File: src/rtl/usb_tx_serializer.sv
// USB full-speed TX serializer: SYNC, bit-stuffed NRZI data, optional CRC16, EOP.
// Define USB_TX_CRC16_EN to append the inverted CRC16 of all data bits before EOP.
module usb_tx_serializer #(
  parameter int WORD_W       = 16,
  parameter int CLKS_PER_BIT = 8,
  parameter int STUFF_LIMIT  = 6,
  parameter int MAX_WORDS    = 64
) (
  input  logic              clk,
  input  logic              rst,
  input  logic [WORD_W-1:0] tx_data,
  input  logic              transmit_empty,
  input  logic              transmit_start,
  output logic              read_enable,
  output logic              d_plus_out,
  output logic              d_minus_out,
  output logic              tx_busy,
  output logic              tx_done,
  output logic              tx_error
);
  localparam int CNT_W  = $clog2(CLKS_PER_BIT);
  localparam int ONES_W = $clog2(STUFF_LIMIT + 1);
  localparam int WCNT_W = $clog2(MAX_WORDS + 1);
  localparam int IDX_W  = $clog2(WORD_W + 16);

`ifdef USB_TX_CRC16_EN
  typedef enum logic [2:0] {IDLE, SYNC, DATA, CRC, EOP} state_t;
`else
  typedef enum logic [2:0] {IDLE, SYNC, DATA, EOP} state_t;
`endif

  state_t            state;
  logic [CNT_W-1:0]  clk_cnt;
  logic [IDX_W-1:0]  bit_idx;
  logic [ONES_W-1:0] ones;
  logic [WCNT_W-1:0] words;
  logic [WORD_W-1:0] shift;
  logic              nrzi;
`ifdef USB_TX_CRC16_EN
  logic [15:0]       crc;

  function automatic logic [15:0] crc_step(input logic [15:0] c, input logic b);
    return (c >> 1) ^ ((c[0] ^ b) ? 16'hA001 : 16'h0000);
  endfunction
`endif

  logic bit_end, stuff_due, fetch, send, bval, nrzi_next;

  // FIFO handshake: read_enable is high for the last clk of a fetch-point bit time,
  // only while transmit_empty=0; tx_data is consumed on the edge that ends that clk.
  assign bit_end     = clk_cnt == CNT_W'(CLKS_PER_BIT - 1);
  assign stuff_due   = ones == ONES_W'(STUFF_LIMIT);
  assign fetch       = bit_end && ((state == SYNC && bit_idx == IDX_W'(7)) ||
                       (state == DATA && bit_idx == IDX_W'(WORD_W - 1) && !stuff_due));
  assign read_enable = fetch && !transmit_empty && (words < WCNT_W'(MAX_WORDS));
  assign nrzi_next   = bval ? nrzi : ~nrzi;

  // Selects the next raw bit (before NRZI) to place on the line at this bit boundary.
  always_comb begin
    send = 1'b0;
    bval = 1'b0;
    if (bit_end) begin
      case (state)
        SYNC: begin
          if (bit_idx != IDX_W'(7)) begin
            send = 1'b1;
            bval = (bit_idx == IDX_W'(6));
          end else if (read_enable) begin
            send = 1'b1;
            bval = tx_data[0];
          end
        end
        DATA: begin
          if (stuff_due) send = 1'b1;
          else if (!fetch) begin
            send = 1'b1;
            bval = shift[0];
          end else if (read_enable) begin
            send = 1'b1;
            bval = tx_data[0];
          end
`ifdef USB_TX_CRC16_EN
          else if (transmit_empty) begin
            send = 1'b1;
            bval = ~crc[0];
          end
`endif
        end
`ifdef USB_TX_CRC16_EN
        CRC: begin
          if (stuff_due) send = 1'b1;
          else if (bit_idx != IDX_W'(15)) begin
            send = 1'b1;
            bval = ~crc[0];
          end
        end
`endif
        default: ;
      endcase
    end
  end

  always_ff @(posedge clk) begin
    if (rst) begin
      state       <= IDLE;
      clk_cnt     <= '0;
      bit_idx     <= '0;
      ones        <= '0;
      words       <= '0;
      shift       <= '0;
      nrzi        <= 1'b1;
      d_plus_out  <= 1'b1;
      d_minus_out <= 1'b0;
      tx_busy     <= 1'b0;
      tx_done     <= 1'b0;
      tx_error    <= 1'b0;
`ifdef USB_TX_CRC16_EN
      crc         <= 16'hFFFF;
`endif
    end else begin
      tx_done <= 1'b0;
      clk_cnt <= bit_end ? '0 : clk_cnt + 1'b1;
      if (send) begin
        nrzi        <= nrzi_next;
        d_plus_out  <= nrzi_next;
        d_minus_out <= ~nrzi_next;
        ones        <= bval ? ones + 1'b1 : '0;
      end
      case (state)
        IDLE: if (transmit_start) begin
          // First SYNC bit is a 0, so the line toggles J->K on this edge.
          state       <= SYNC;
          tx_busy     <= 1'b1;
          tx_error    <= 1'b0;
          clk_cnt     <= '0;
          bit_idx     <= '0;
          ones        <= '0;
          words       <= '0;
          nrzi        <= 1'b0;
          d_plus_out  <= 1'b0;
          d_minus_out <= 1'b1;
`ifdef USB_TX_CRC16_EN
          crc         <= 16'hFFFF;
`endif
        end
        SYNC, DATA: if (bit_end && !(state == DATA && stuff_due)) begin
          if (!fetch) begin
            bit_idx <= bit_idx + 1'b1;
            if (state == DATA) begin
              shift <= shift >> 1;
`ifdef USB_TX_CRC16_EN
              crc   <= crc_step(crc, bval);
`endif
            end
          end else if (read_enable) begin
            state   <= DATA;
            bit_idx <= '0;
            shift   <= tx_data >> 1;
            words   <= words + 1'b1;
`ifdef USB_TX_CRC16_EN
            crc     <= crc_step(crc, tx_data[0]);
`endif
          end else begin
            state       <= EOP;
            bit_idx     <= '0;
            d_plus_out  <= 1'b0;
            d_minus_out <= 1'b0;
            if (!transmit_empty) tx_error <= 1'b1;
`ifdef USB_TX_CRC16_EN
            else if (state == DATA) begin
              state       <= CRC;
              d_plus_out  <= nrzi_next;
              d_minus_out <= ~nrzi_next;
              crc         <= crc >> 1;
            end
`endif
          end
        end
`ifdef USB_TX_CRC16_EN
        CRC: if (bit_end && !stuff_due) begin
          if (bit_idx != IDX_W'(15)) begin
            bit_idx <= bit_idx + 1'b1;
            crc     <= crc >> 1;
          end else begin
            state       <= EOP;
            bit_idx     <= '0;
            d_plus_out  <= 1'b0;
            d_minus_out <= 1'b0;
          end
        end
`endif
        EOP: if (bit_end) begin
          if (bit_idx == IDX_W'(2)) begin
            state   <= IDLE;
            tx_busy <= 1'b0;
            tx_done <= 1'b1;
            nrzi    <= 1'b1;
          end else begin
            bit_idx <= bit_idx + 1'b1;
            if (bit_idx == IDX_W'(1)) begin
              d_plus_out  <= 1'b1;
              d_minus_out <= 1'b0;
              nrzi        <= 1'b1;
            end
          end
        end
        default: state <= IDLE;
      endcase
    end
  end
endmodule

File: config.mk
export PLATFORM = sky130hd
export DESIGN_NAME = usb_tx_serializer
export DESIGN_NICKNAME = d
export VERILOG_FILES = /design/src/rtl/usb_tx_serializer.sv
export SDC_FILE = /design/constraint.sdc
export NUM_CORES = 1
export LEC_CHECK = 0
export BUFFER_PORTS_ARGS = -buffer_cell sky130_fd_sc_hd__buf_2
export CAP_MARGIN = 20
export CORE_UTILIZATION = 45
export CTS_BUF_LIST = sky130_fd_sc_hd__clkbuf_4 sky130_fd_sc_hd__clkbuf_8 sky130_fd_sc_hd__clkbuf_16
export DETAILED_ROUTE_END_ITERATION = 8
export SETUP_SLACK_MARGIN = 0.4
export SLEW_MARGIN = 20
export SYNTH_ARGS = -nofsm -noshare
export SYNTH_HDL_FRONTEND = slang
export SYNTH_SLANG_ARGS = --single-unit
export TNS_END_PERCENT = 5
File: constraint.sdc
create_clock -name clk -period 6.3 [get_ports clk]
set_clock_uncertainty 0.15 [all_clocks]
set_input_delay 0.63 -clock clk [delete_from_list [all_inputs] [get_ports clk]]
set_output_delay 0.63 -clock clk [all_outputs]
set_load 0.05 [all_outputs]
# Word level (Yosys, flattened, before mapping)
# Cells that the tools add are included.
[word_totals]
reg_bits = 43
latchBits = 0
ramBits = 0
mem_bits_ro = 0
inputBits = 20
out_inout_bits = 6
mem_count = 0
[classes]
add_sub_neg = 4
multipliers = 0
n_div = 0
magnitude_cmp = 1
n_eq_ne = 21
shifts = 0
n_mux = 76
n_bitwise = 4
reduce_logical = 25
[ops]
columns = ["operator", "count"]
rows = [
  ["two-way mux 16 bit", 3],
  ["two-way mux 1 bit", 42],
  ["two-way mux 3 bit", 12],
  ["two-way mux 7 bit", 4],
  ["two-way mux 5 bit", 5],
  ["!= test 2 bit (second input constant)", 10],
  ["one-hot mux 5 bit (3 select lines)", 1],
  ["AND reduction 5 bit", 3],
  ["one-hot mux 7 bit (2 select lines)", 1],
  ["== test 5 x 3 -> 1 bit (second input constant)", 2],
  ["one-hot mux 1 bit (2 select lines)", 5],
  ["one-hot mux 3 bit (3 select lines)", 1],
  ["logical AND 1 bit", 8],
  ["AND reduction 4 bit", 2],
  ["adder 7 x 1 -> 7 bit (second input constant)", 1],
  ["< comparator 7 bit (second input constant)", 1],
  ["adder 3 x 1 -> 3 bit (second input constant)", 2],
  ["== test 3 x 2 -> 1 bit (second input constant)", 2],
  ["== test 3 bit (second input constant)", 2],
  ["one-hot mux 1 bit (3 select lines)", 2],
  ["AND reduction 6 bit", 1],
  ["nonzero test 2 bit", 3],
  ["adder 5 x 1 -> 5 bit (second input constant)", 1],
  ["== test 5 x 1 -> 1 bit (second input constant)", 1],
  ["other kinds (11)", 16],
]

# Longest topological paths before layout
# Gate-level depths: netlist of the first run.
[depth]
ltp_word = 19
depth_mapped = 10
depth_no_buf = 8

# Worst setup path after synthesis of the first run
# No wires, ideal clock.
[synth_path]
path_kind = "register to output"
from = "register bit_idx[0]"
to = "output port read_enable"
t_arrival_ns = 1.919
required_time_ns = 5.520
setup_slack_ns = 3.601
path_stages_with_launch = 9
path_buffers = 1
cell_sequence = "dfxtp_1 > ha_1 > and3_2 > ha_1 > nand2_1 > o22ai_1 > buf_6 > nand2_1 > inv_1"
[synth_via]
elab_chain_len = 7
elab_cells_between_ends = 9
[synth_rtl]
columns = ["item", "line", "text"]
rows = [
  ["start, declared", "34", "logic [IDX_W-1:0] bit_idx;"],
  ["start signal, assigned", "148", "bit_idx <= bit_idx + 1'b1;"],
  ["start signal, assigned", "199", "bit_idx <= bit_idx + 1'b1;"],
  ["== test 5 x 4 -> 1 bit", "54", "(state == DATA && bit_idx == IDX_W'(WORD_W - 1) && !stuff_due));"],
  ["logical AND 1 bit (2 in series)", "54", ""],
  ["logical OR 1 bit (*)", "53", "assign fetch = bit_end && ((state == SYNC && bit_idx == IDX_W'(7)) ||"],
  ["logical AND 1 bit (*)", "53", ""],
  ["logical AND 1 bit (*) (2 in series)", "55", "assign read_enable = fetch && !transmit_empty && (words < WCNT_W'(MAX_WORDS));"],
  ["end, declared", "14", "output logic read_enable,"],
]
# Every way passes the cells marked *; elsewhere a longest branch is shown, timed or not.

# Worst setup path after layout of the first run
# Ends and elaborated chain as after synthesis.

==> results of run 1 <==
==> through the flow <==
stage / util / cells / hold slack [ps] / power, mW / worst slack, ps
6_report: 0.5289 / 372 / 287.6 / 0.6737 / 2553
2_1_floorplan: - / 280 / 254.3 / 0.4139 / 3601
4_1_cts: 0.5289 / 372 / 287.6 / 0.6753 / 2538
3_5_place_dp: 0.5064 / 364 / 275.4 / 0.4540 / 2883
5_1_grt: 0.5289 / 372 / 311.3 / 0.7106 / 2299
3_3_place_gp: 0.5064 / 364 / 272.0 / 0.4563 / 2964
==> power groups by stage <==
| stage | logic (mW) | clock network, mW | registers, mW |
|---|---|---|---|
| 5_1_grt | 0.183 | 0.240 | 0.287 |
| 2_1_floorplan | 0.106 | 0 | 0.307 |
| 4_1_cts | 0.164 | 0.226 | 0.285 |
| 3_3_place_gp | 0.166 | 0 | 0.291 |
| 3_5_place_dp | 0.163 | 0 | 0.291 |
| 6_report | 0.166 | 0.224 | 0.284 |
==> how the worst max path moves through the flow <==
stage	startpoint	endpoint
finish	bit_idx[0]$_SDFFE_PP0P_	read_enable
global route	bit_idx[0]$_SDFFE_PP0P_	read_enable
CTS	bit_idx[0]$_SDFFE_PP0P_	read_enable
detailed placement	bit_idx[0]$_SDFFE_PP0P_	read_enable
global placement	bit_idx[0]$_SDFFE_PP0P_	read_enable
floorplan	bit_idx[0]$_SDFFE_PP0P_	read_enable
==> registers in the layout, indices dropped and copies added, names as in the netlist <==
register	flops
shift	15
words	7
bit_idx	5
clk_cnt	3
ones	3
state	2
d_minus_out	1
d_plus_out	1
nrzi	1
tx_busy	1
tx_done	1
tx_error	1
==> metal layers <==
metal / track usage / vias to the layer above / part of all wire
met4: 0.07128 / 0 / 0.012
met1: 0.3098 / 977 / 0.51
met3: 0.04819 / 5 / 0.047
met5: 0 / - / 0
li1: - / 1086 / -
met2: 0.3183 / 54 / 0.43
==> layout make-up <==
| type | instances | area share |
|---|---|---|
| clock buffers | 5 | 0.02547 |
| flip-flops and latches | 41 | 0.3038 |
| inverters | 16 | 0.02223 |
| multi-input cells | 210 | 0.5470 |
| clock inverters | 3 | 0.01714 |
| repair buffers | 27 | 0.05188 |
| well taps | 70 | 0.03242 |
==> logic make-up after synthesis <==
family,Yosys count,share of synthesized area
flops,41,0.3420
simple gates,99,0.2169
compound gates,81,0.2539
mux,14,0.05839
xor+xnor,3,0.01095
buf+inv,29,0.05005
fa+ha+maj,13,0.06778
==> cells in the final DEF (no fill, tap or decap), types with 5 or more instances in the layout <==
cell type,count
a211oi_1,14
a21oi_1,19
and2_1,5
buf_2,25
clkbuf_8,5
dfxtp_1,41
ha_1,13
inv_1,16
mux2i_1,14
nand2_1,19
nand2b_1,6
nand3_1,9
nor2_1,26
nor3_1,9
o21ai_0,8
==> results.py, run 1 <==
metrics = {
    "outcome": {
        "status": "finished clean",
    },
    "worst_hold_path": {
        "min_to": "clk_cnt[0]$_SDFF_PP0_",
        "hold_class": "reg2reg",
        "hold_depth": 1,
        "hold_start": "clk_cnt[0]$_SDFF_PP0_",
    },
    "critical_path": {
        "worst_ep_required_time_ps": 5520,
        "end_kind": "output port",
        "path_class": "reg2out",
        "start_kind": "flop",
        "path_cells": "ha_1 > and3_2 > ha_1 > nand2_1 > o22ai_2 > buf_4 > nand2_1 > inv_1 > buf_2",
        "critPathBufInv": 3,
        "cpMaxStageDelayCell": "o22ai_2",
        "worstPathMaxFanout": 11,
        "r2r_end": "d_plus_out$_SDFF_PP1_",
        "r2r_cells": 9,
        "cpPeakStageDelay_ps": 540,
        "arrival_ps": 2970,
        "r2r_setup_slack_ps": 3170,
        "cp_num_cells": 9,
        "cp_top_family": "buffers and inverters",
        "r2r-start": "bit_idx[0]$_SDFFE_PP0P_",
    },
    "placed_design": {
        "dpl.hpwl_um": 3795,
        "placed_area_um2": 2586,
        "globalplace.congestion": 0.8719,
        "port_buffers": 25,
    },
    "detailed_routing": {
        "drt_first_pass_iters": 4,
        "avgRoutedWirePerCell_um": 14.57,
        "drc": 0,
        "vias": 2122,
        "wirelength_um": 5421,
        "vias_per_cell": 5.704,
        "drt_iter0_drc": 188,
        "ant_nets": 0,
    },
    "power": {
        "cellPowerDensity_nw_per_um2": 249.4,
        "peakVddDrop_mv": 0.1592,
        "clockPowerShare": 0.332,
        "intPower_mw": 0.4483,
        "combPwrFrac": 0.246,
        "power_frac_seq": 0.422,
        "power.switching_mw": 0.2254,
        "swShare": 0.3346,
        "p_leak_nw": 0.9398,
    },
    "synth": {
        "synth_top_cell_by_area": "dfxtp_1",
        "ys_seq_area_frac": 0.3420,
        "synth.top_cell.area_share": 0.3420,
        "synth_cells": 280,
        "yosysWarnings": 0,
        "syn_avg_cell_area_um2": 8.571,
        "netlist_top_cells_area": "dfxtp_1 (34%), ha_1 (6.8%), mux2i_1 (5.8%)",
        "ys_seq_elements": 41,
        "synth_ff_type": "dfxtp_1",
        "synth_area_um2": 2400,
        "synth_common_cells": "dfxtp_1 (41), nor2_1 (26), a21oi_1 (19), nand2_1 (19), inv_1 (16)",
        "syn-num-nets": 313,
        "synth_cell_type_count": 57,
        "synth_most_common_cell": "dfxtp_1",
        "async_reset_ff_frac": 0,
        "synth_edf_count": 0,
    },
    "floorplan": {
        "die_area_um2": 5629,
        "coreArea_um2": 5107,
        "start_util": 0.4699,
        "ios": 26,
        "die_w_um": 75.03,
        "die_h_um": 75.03,
        "rows": 26,
    },
    "clock_tree": {
        "cts.clk_slew.worst_paths_ps": 80,
        "insertion_delay_ps": 300,
        "root_buffer": "clkbuf_8",
        "cts_buffers": 5,
        "cts_resized": 0,
        "clock_sink_count": 41,
        "cts_buffer_depth": 2,
        "hold_buffers": 0,
        "cts_setup_buffers": 0,
        "cts_tree": "built",
        "h-tree-depth": 2,
    },
    "sta": {
        "hold_viol_final": 0,
        "min_period_ps": 3747,
        "maxSlewViolCount": 0,
        "timing.setup.tns_ps": 0,
        "worst_pin_slew_ps": 680.6,
        "fin_crit_sh": 0.5947,
        "relSlewSlack": 0.5424,
        "max_freq_ghz": 0.2669,
        "grt_setup_unrepaired": "false",
        "setup_viol": 0,
    },
    "final_layout": {
        "fillers": 495,
        "layout.nets": 334,
        "drive_gt1_frac": 0.1623,
        "multi_input_area_um2": 1478,
        "regArea_um2": 820.8,
        "area_growth_syn_to_layout_pct": 12.57,
        "diodes": 0,
        "final_area_um2": 2701,
    },
    "grt": {
        "grt_pass1_vias": 1902,
        "grt_antenna_before_repair": 0,
        "overflow": 0,
        "grt_max_degree": 34,
        "grtUsageTotal": 0.2157,
        "grt_pass1_wl_um": 9128,
    },
    "job": {
        "drv_cap": 0,
    },
}
No activity file was read; power rests on OpenSTA's default activity.
==> run 2, diff against run 1 <==
--- a/config.mk
+++ b/config.mk
@@ -10,6 +10,7 @@
 export CORE_UTILIZATION = 45
 export CTS_BUF_LIST = sky130_fd_sc_hd__clkbuf_4 sky130_fd_sc_hd__clkbuf_8 sky130_fd_sc_hd__clkbuf_16
 export DETAILED_ROUTE_END_ITERATION = 8
+export PLACE_DENSITY = 0.66
 export SETUP_SLACK_MARGIN = 0.4
 export SLEW_MARGIN = 20
 export SYNTH_ARGS = -nofsm -noshare
==> constraint.sdc (replaced) <==
create_clock -name clk -period 3.1 [get_ports clk]
set_clock_uncertainty 0.15 [all_clocks]
set_input_delay 0.31 -clock clk [delete_from_list [all_inputs] [get_ports clk]]
set_output_delay 0.31 -clock clk [all_outputs]
set_load 0.05 [all_outputs]
==> run 2 against run 1 <==
Net effect: first-iteration DRC count is 20% lower; via count is 0.66% higher; sequential share of layout area is 0.34 points lower; final cell count stayed put; critical path type unchanged; critical endpoint unchanged.
==> results.py, run 2 (synthesis gave the netlist of run 1 again) <==
metrics = {
    "final_layout": {
        "top_register": "shift",
        "mostFrequentLayoutCell": "dfxtp_1",
        "diodes": 0,
        "reg.largest.list": "shift x15, words x7, bit_idx x5",
        "largest_reg_flops": 15,
        "utilization": 0.5365,
        "area_growth_syn_to_layout_pct": 14.18,
        "layout.nets": 334,
        "final_cell_mix": "dfxtp_1 (39), nor2_1 (26), buf_2 (24), nand2_1 (19), a21oi_1 (19)",
        "drive_gt1_frac": 0.1788,
    },
    "placed_design": {
        "globalplace.congestion": 0.9514,
        "dpl.hpwl_um": 3876,
        "port_buffers": 25,
        "pre_cts_ws_ps": 369.4,
    },
    "detailed_routing": {
        "ant_nets": 0,
        "vias_per_cell": 5.742,
        "avgRoutedWirePerCell_um": 14.59,
        "drt_first_pass_iters": 4,
        "wirelength_um": 5429,
        "drt_iter0_drc": 150,
        "drc": 0,
        "vias": 2136,
    },
    "floorplan": {
        "die_area_um2": 5629,
        "die_h_um": 75.03,
        "coreArea_um2": 5107,
        "start_util": 0.4699,
        "ios": 26,
        "rows": 26,
        "die_w_um": 75.03,
    },
    "power": {
        "p_leak_nw": 0.9371,
        "cellPowerDensity_nw_per_um2": 497.6,
        "peakVddDrop_mv": 0.2526,
    },
    "critical_path": {
        "path_cells": "ha_4 > and3_2 > ha_2 > nand2_1 > o22ai_4 > nand2_1 > inv_1 > buf_4",
        "end_kind": "output port",
        "cpPeakStageDelay_ps": 390,
        "path_class": "reg2out",
        "start_kind": "flop",
        "critPathBufInv": 2,
        "cpMaxStageDelayCell": "dfxtp_2",
        "crit_top_cell": "nand2_1",
        "arrival_ps": 2090,
        "worstPathMaxFanout": 7,
        "cp_top_family": "simple AND/OR/NAND/NOR gates",
        "worst_ep_required_time_ps": 2640,
    },
    "job": {
        "drv_cap": 0,
    },
    "sta": {
        "worst_slack_ps": 553.9,
        "maxSlewViolCount": 0,
        "max_freq_ghz": 0.3928,
        "worst_pin_slew_ps": 621.8,
        "hold_viol_final": 0,
        "setup_viol": 0,
        "fin_hold_ws_ps": 120.7,
        "grt_setup_unrepaired": "false",
        "fin_crit_sh": 0.8213,
        "min_period_ps": 2546,
        "timing.setup.tns_ps": 0,
        "relSlewSlack": 0.5819,
    },
    "clock_tree": {
        "root_buffer": "clkbuf_8",
        "clock_sink_count": 41,
        "hold_buffers": 0,
        "cts_buffers": 5,
        "cts_tree": "built",
        "cts_buffer_depth": 2,
        "h-tree-depth": 2,
        "insertion_delay_ps": 300,
        "cts.clk_slew.worst_paths_ps": 80,
    },
    "grt": {
        "grt_pass1_vias": 1907,
        "grt_antenna_before_repair": 0,
        "grtUsageTotal": 0.2066,
        "grt_max_degree": 34,
        "grt_pass1_wl_um": 8825,
        "overflow": 0,
    },
    "outcome": {
        "status": "finished clean",
    },
    "worst_hold_path": {
        "hold_class": "in2reg",
    },
}
[run 2: changes by cell type in the layout (fill, tap and decap cells not counted), moves of 2 or more]
cell / previous run / this run
dfxtp_2: 0 / 2
dfxtp_1: 41 / 39
ha_1: 13 / 10
ha_2: 0 / 2
[run 2: worst register-to-register path, stage by stage (launching register included)]
cell and delay [ps]:
dfxtp_2 360, ha_4 200, and3_2 210, ha_2 200
nand2_1 160, o22ai_4 110, o2111a_2 350, or4_1 490
and3_1 200
[run 2: worst paths after layout]
| path | start | to | slack, ps | cells past startpoint |
|---|---|---|---|---|
| setup / recovery | bit_idx[0]$_SDFFE_PP0P_ | read_enable | 550 | 8 |
| hold / removal | tx_data[15] | shift[14]$_SDFFE_PP0P_ | 120 | 3 |
| setup reg to reg | bit_idx[0]$_SDFFE_PP0P_ | d_plus_out$_SDFF_PP1_ | 570 | 8 |
| hold reg to reg | clk_cnt[0]$_SDFF_PP0_ | clk_cnt[0]$_SDFF_PP0_ | 290 | 1 |
[run 2: area by class of cell]
class / instances / area, µm²
clock buffer: 6 / 82.58
clock inverter: 2 / 37.54
fill: 520 / 2367
inverter: 16 / 60.06
multi-input combinational: 210 / 1503
sequential: 41 / 823.3
tap: 70 / 87.58
timing repair buffer: 27 / 146.4
[run 2: layer usage]
layer,vias to the layer above,GRT usage,share of wire
li1,1084,-,-
met1,999,0.2790,0.48
met2,43,0.3243,0.46
met3,10,0.04953,0.044
met4,0,0.06918,0.015
met5,-,0,0
[run 2: stage by stage]
stage          instance area [µm²]  total power, mW  instances
6_report                      2740            1.363        372
4_1_cts                       2729            1.374        372
5_1_grt                       2740            1.435        372
3_5_place_dp                  2586           0.9199        364
3_3_place_gp                  2586           0.9204        364
2_1_floorplan                 2400           0.8411        280
[run 2: timing repair]
action                     CTS  global route
resized for setup            4             5
hold endpoints to repair     0             0
setup endpoints to repair   15            18
buffers inserted             0             0
[run 2: power breakdown]
group          total, mW  switching [mW]  leakage (nW)  internal, mW
registers          0.579          0.0229         0.333         0.556
clock network      0.450           0.189        0.0574         0.262
logic              0.334           0.220         0.546         0.114
==> run 3, diff against run 2 <==
--- a/config.mk
+++ b/config.mk
@@ -5,12 +5,12 @@
 export SDC_FILE = /design/constraint.sdc
 export NUM_CORES = 1
 export LEC_CHECK = 0
+export ABC_AREA = 1
 export BUFFER_PORTS_ARGS = -buffer_cell sky130_fd_sc_hd__buf_2
 export CAP_MARGIN = 20
 export CORE_UTILIZATION = 45
 export CTS_BUF_LIST = sky130_fd_sc_hd__clkbuf_4 sky130_fd_sc_hd__clkbuf_8 sky130_fd_sc_hd__clkbuf_16
 export DETAILED_ROUTE_END_ITERATION = 8
-export PLACE_DENSITY = 0.66
 export SETUP_SLACK_MARGIN = 0.4
 export SLEW_MARGIN = 20
 export SYNTH_ARGS = -nofsm -noshare
==> constraint.sdc (replaced) <==
create_clock -name clk -period 2.6 [get_ports clk]
set_clock_uncertainty 0.15 [all_clocks]
set_input_delay 0.26 -clock clk [delete_from_list [all_inputs] [get_ports clk]]
set_output_delay 0.26 -clock clk [all_outputs]
set_load 0.05 [all_outputs]
==> run 3 against run 2 <==
Net effect: global-route usage is 0.57 points lower; first-iteration DRC count fell by 49%; hold slack worse by 48 ps; combinational power rose to 2.9 times the previous value; design area is 3.1% higher; routed wire length shrank 2.9%; power is 68% higher; critical path depth is 1 higher.
==> results.py, run 3 <==
metrics = {
    "outcome": {
        "status": "finished clean",
    },
    "sta": {
        "min_period_ps": 2162,
        "relSlewSlack": 0.7452,
        "maxSlewViolCount": 0,
        "setup_viol": 0,
        "fin_crit_sh": 0.8314,
        "grt_setup_unrepaired": "true",
        "max_freq_ghz": 0.4626,
        "worst_pin_slew_ps": 378.2,
        "hold_viol_final": 0,
        "timing.setup.tns_ps": 0,
    },
    "worst_hold_path": {
        "hold_class": "in2reg",
        "min_to": "shift[3]$_SDFFE_PP0P_",
        "hold_depth": 3,
        "hold_start": "tx_data[4]",
    },
    "synth": {
        "synth_cell_type_count": 37,
        "netlist_top_cells_area": "dfxtp_1 (35%), nand2_1 (14%), ha_1 (6.9%)",
        "synth_ff_type": "dfxtp_1",
        "syn-num-nets": 360,
        "ys_seq_elements": 41,
        "synth.top_cell.area_share": 0.3504,
        "syn_avg_cell_area_um2": 7.163,
        "yosysWarnings": 0,
        "synth_area_um2": 2342,
        "async_reset_ff_frac": 0,
        "synth_top_cell_by_area": "dfxtp_1",
        "synth_common_cells": "nand2_1 (89), dfxtp_1 (41), inv_1 (38), nor2_1 (28)",
        "synth_edf_count": 0,
        "synth_most_common_cell": "nand2_1",
        "ys_seq_area_frac": 0.3504,
        "synth_cells": 327,
    },
    "floorplan": {
        "die_h_um": 74.15,
        "die_w_um": 74.15,
        "ios": 26,
        "die_area_um2": 5497,
        "rows": 25,
        "coreArea_um2": 4880,
        "start_util": 0.4800,
    },
    "grt": {
        "grt_antenna_before_repair": 0,
        "overflow": 0,
        "grt_max_degree": 31,
        "grt_pass1_wl_um": 8459,
        "grt_pass1_vias": 1878,
        "grtUsageTotal": 0.2009,
    },
    "final_layout": {
        "diodes": 0,
        "drive_gt1_frac": 0.2299,
        "finalNonFillerCells": 428,
        "top_register": "shift",
        "largest_reg_flops": 15,
        "area_growth_syn_to_layout_pct": 20.57,
        "final_cell_mix": "nand2_1 (83), dfxtp_1 (39), inv_1 (38), nor2_1 (27), buf_2 (24)",
        "layout.nets": 393,
        "mostFrequentLayoutCell": "nand2_1",
        "reg.largest.list": "shift x15, words x7, bit_idx x5",
    },
    "critical_path": {
        "cpMaxStageDelayCell": "dfxtp_4",
        "path_class": "reg2out",
        "cp_top_family": "simple AND/OR/NAND/NOR gates",
        "r2r_setup_slack_ps": 470,
        "r2r_end": "ones[2]$_SDFF_PP0_",
        "r2r_cells": 14,
        "path_cells": "ha_4 > nand2_2 > nor2_1 > ha_2 > nand3_2 > nand2_4 > nand3_4 > inv_1 > buf_6",
        "cpPeakStageDelay_ps": 370,
        "worst_ep_required_time_ps": 2190,
        "worstPathMaxFanout": 4,
        "critPathBufInv": 2,
        "cp_num_cells": 9,
        "r2r-start": "bit_idx[0]$_SDFFE_PP0P_",
        "arrival_ps": 1750,
        "start_kind": "flop",
        "end_kind": "output port",
    },
    "clock_tree": {
        "cts_buffers": 5,
        "cts.clk_slew.worst_paths_ps": 80,
        "h-tree-depth": 2,
        "clock_sink_count": 41,
        "hold_buffers": 0,
        "cts_tree": "built",
        "cts_buffer_depth": 2,
        "insertion_delay_ps": 290,
        "root_buffer": "clkbuf_8",
    },
    "detailed_routing": {
        "drt_first_pass_iters": 4,
        "ant_nets": 0,
        "drc": 0,
        "vias_per_cell": 4.953,
        "avgRoutedWirePerCell_um": 12.31,
        "vias": 2120,
        "drt_iter0_drc": 77,
        "wirelength_um": 5270,
    },
    "placed_design": {
        "port_buffers": 25,
        "dpl.hpwl_um": 3763,
        "globalplace.congestion": 0.9358,
        "place_inst": 413,
    },
    "job": {
        "drv_cap": 0,
    },
    "power": {
        "p_leak_nw": 1.129,
        "cellPowerDensity_nw_per_um2": 810.0,
        "peakVddDrop_mv": 0.3498,
    },
}
-- run 3: cell count changes after synthesis, sizes merged, moves of 6 or more --
cell / before / now
nand2: 19 / 93
inv: 16 / 40
a31oi: 3 / 18
o21ai: 8 / 23
mux2i: 14 / 0
a211oi: 14 / 3
clkbuf: 9 / 3
nand2b: 6 / 0
-- run 3: worst max path at each step --
stage,startpoint,endpoint,slack [ps]
floorplan,bit_idx[1]$_SDFFE_PP0P_,words[3]$_SDFFE_PP0P_,560
detailed placement,bit_idx[1]$_SDFFE_PP0P_,d_plus_out$_SDFF_PP1_,280
global route,bit_idx[1]$_SDFFE_PP0P_,d_plus_out$_SDFF_PP1_,300
finish,bit_idx[0]$_SDFFE_PP0P_,read_enable,440
global placement,bit_idx[1]$_SDFFE_PP0P_,d_plus_out$_SDFF_PP1_,290
CTS,bit_idx[1]$_SDFFE_PP0P_,read_enable,410
-- run 3: stage by stage --
step | util | instance area, µm² | hold slack (ps) | power (mW) | worst slack, ps
floorplan | - | 2342 | 188.5 | 1.384 | 558.8
global placement | 0.5200 | 2537 | 272.3 | 1.593 | 286.2
detailed placement | 0.5200 | 2537 | 267.4 | 1.589 | 282.2
CTS | 0.5546 | 2706 | 69.10 | 2.201 | 411.5
global route | 0.5787 | 2824 | 82.11 | 2.430 | 302.9
finish | 0.5787 | 2824 | 72.84 | 2.287 | 438.5
-- run 3: cell type report --
class                           count  area, µm²
Fill cell                         482       2056
Inverter                           41      158.9
Multi-Input combinational cell    235       1393
Sequential cell                    41      828.3
Timing Repair Buffer               36      226.5
Tap cell                           67      83.83
Clock buffer                        5      68.82
Clock inverter                      3      65.06
-- run 3: worst min-delay path: stages --
cell     delay (ps)
buf_2            90
nand2_1          50
a31oi_1          70
-- run 3: what timing repair did --
| action | in CTS | in global routing |
|---|---|---|
| endpoints found under the setup margin | 31 | 34 |
| resized for setup | 8 | 18 |
| buffers inserted | 1 | 6 |
| pin swaps | 1 | 3 |
-- run 3: cell families after synthesis --
group / Yosys count / synth area share
AND/OR/NAND/NOR: 149 / 0.2938
AO/OA/AOI/OAI: 69 / 0.1795
buffers and inverters: 51 / 0.09188
flip-flops: 41 / 0.3504
adder cells (fa/ha/maj): 13 / 0.06945
XOR/XNOR: 4 / 0.01496
-- run 3: power breakdown --
group / total (mW) / switching (mW) / internal [mW]
combinational: 0.957 / 0.625 / 0.332
clock: 0.609 / 0.227 / 0.381
sequential: 0.722 / 0.0402 / 0.682
-- run 3: per-layer routing --
| metal | routed length [µm] | GRT usage | vias up |
|---|---|---|---|
| li1 | - | - | 1136 |
| met1 | 2631 | 0.2662 | 934 |
| met2 | 2386 | 0.3293 | 43 |
| met3 | 180 | 0.03794 | 7 |
| met4 | 71 | 0.06410 | 0 |
| met5 | 0 | 0 | - |
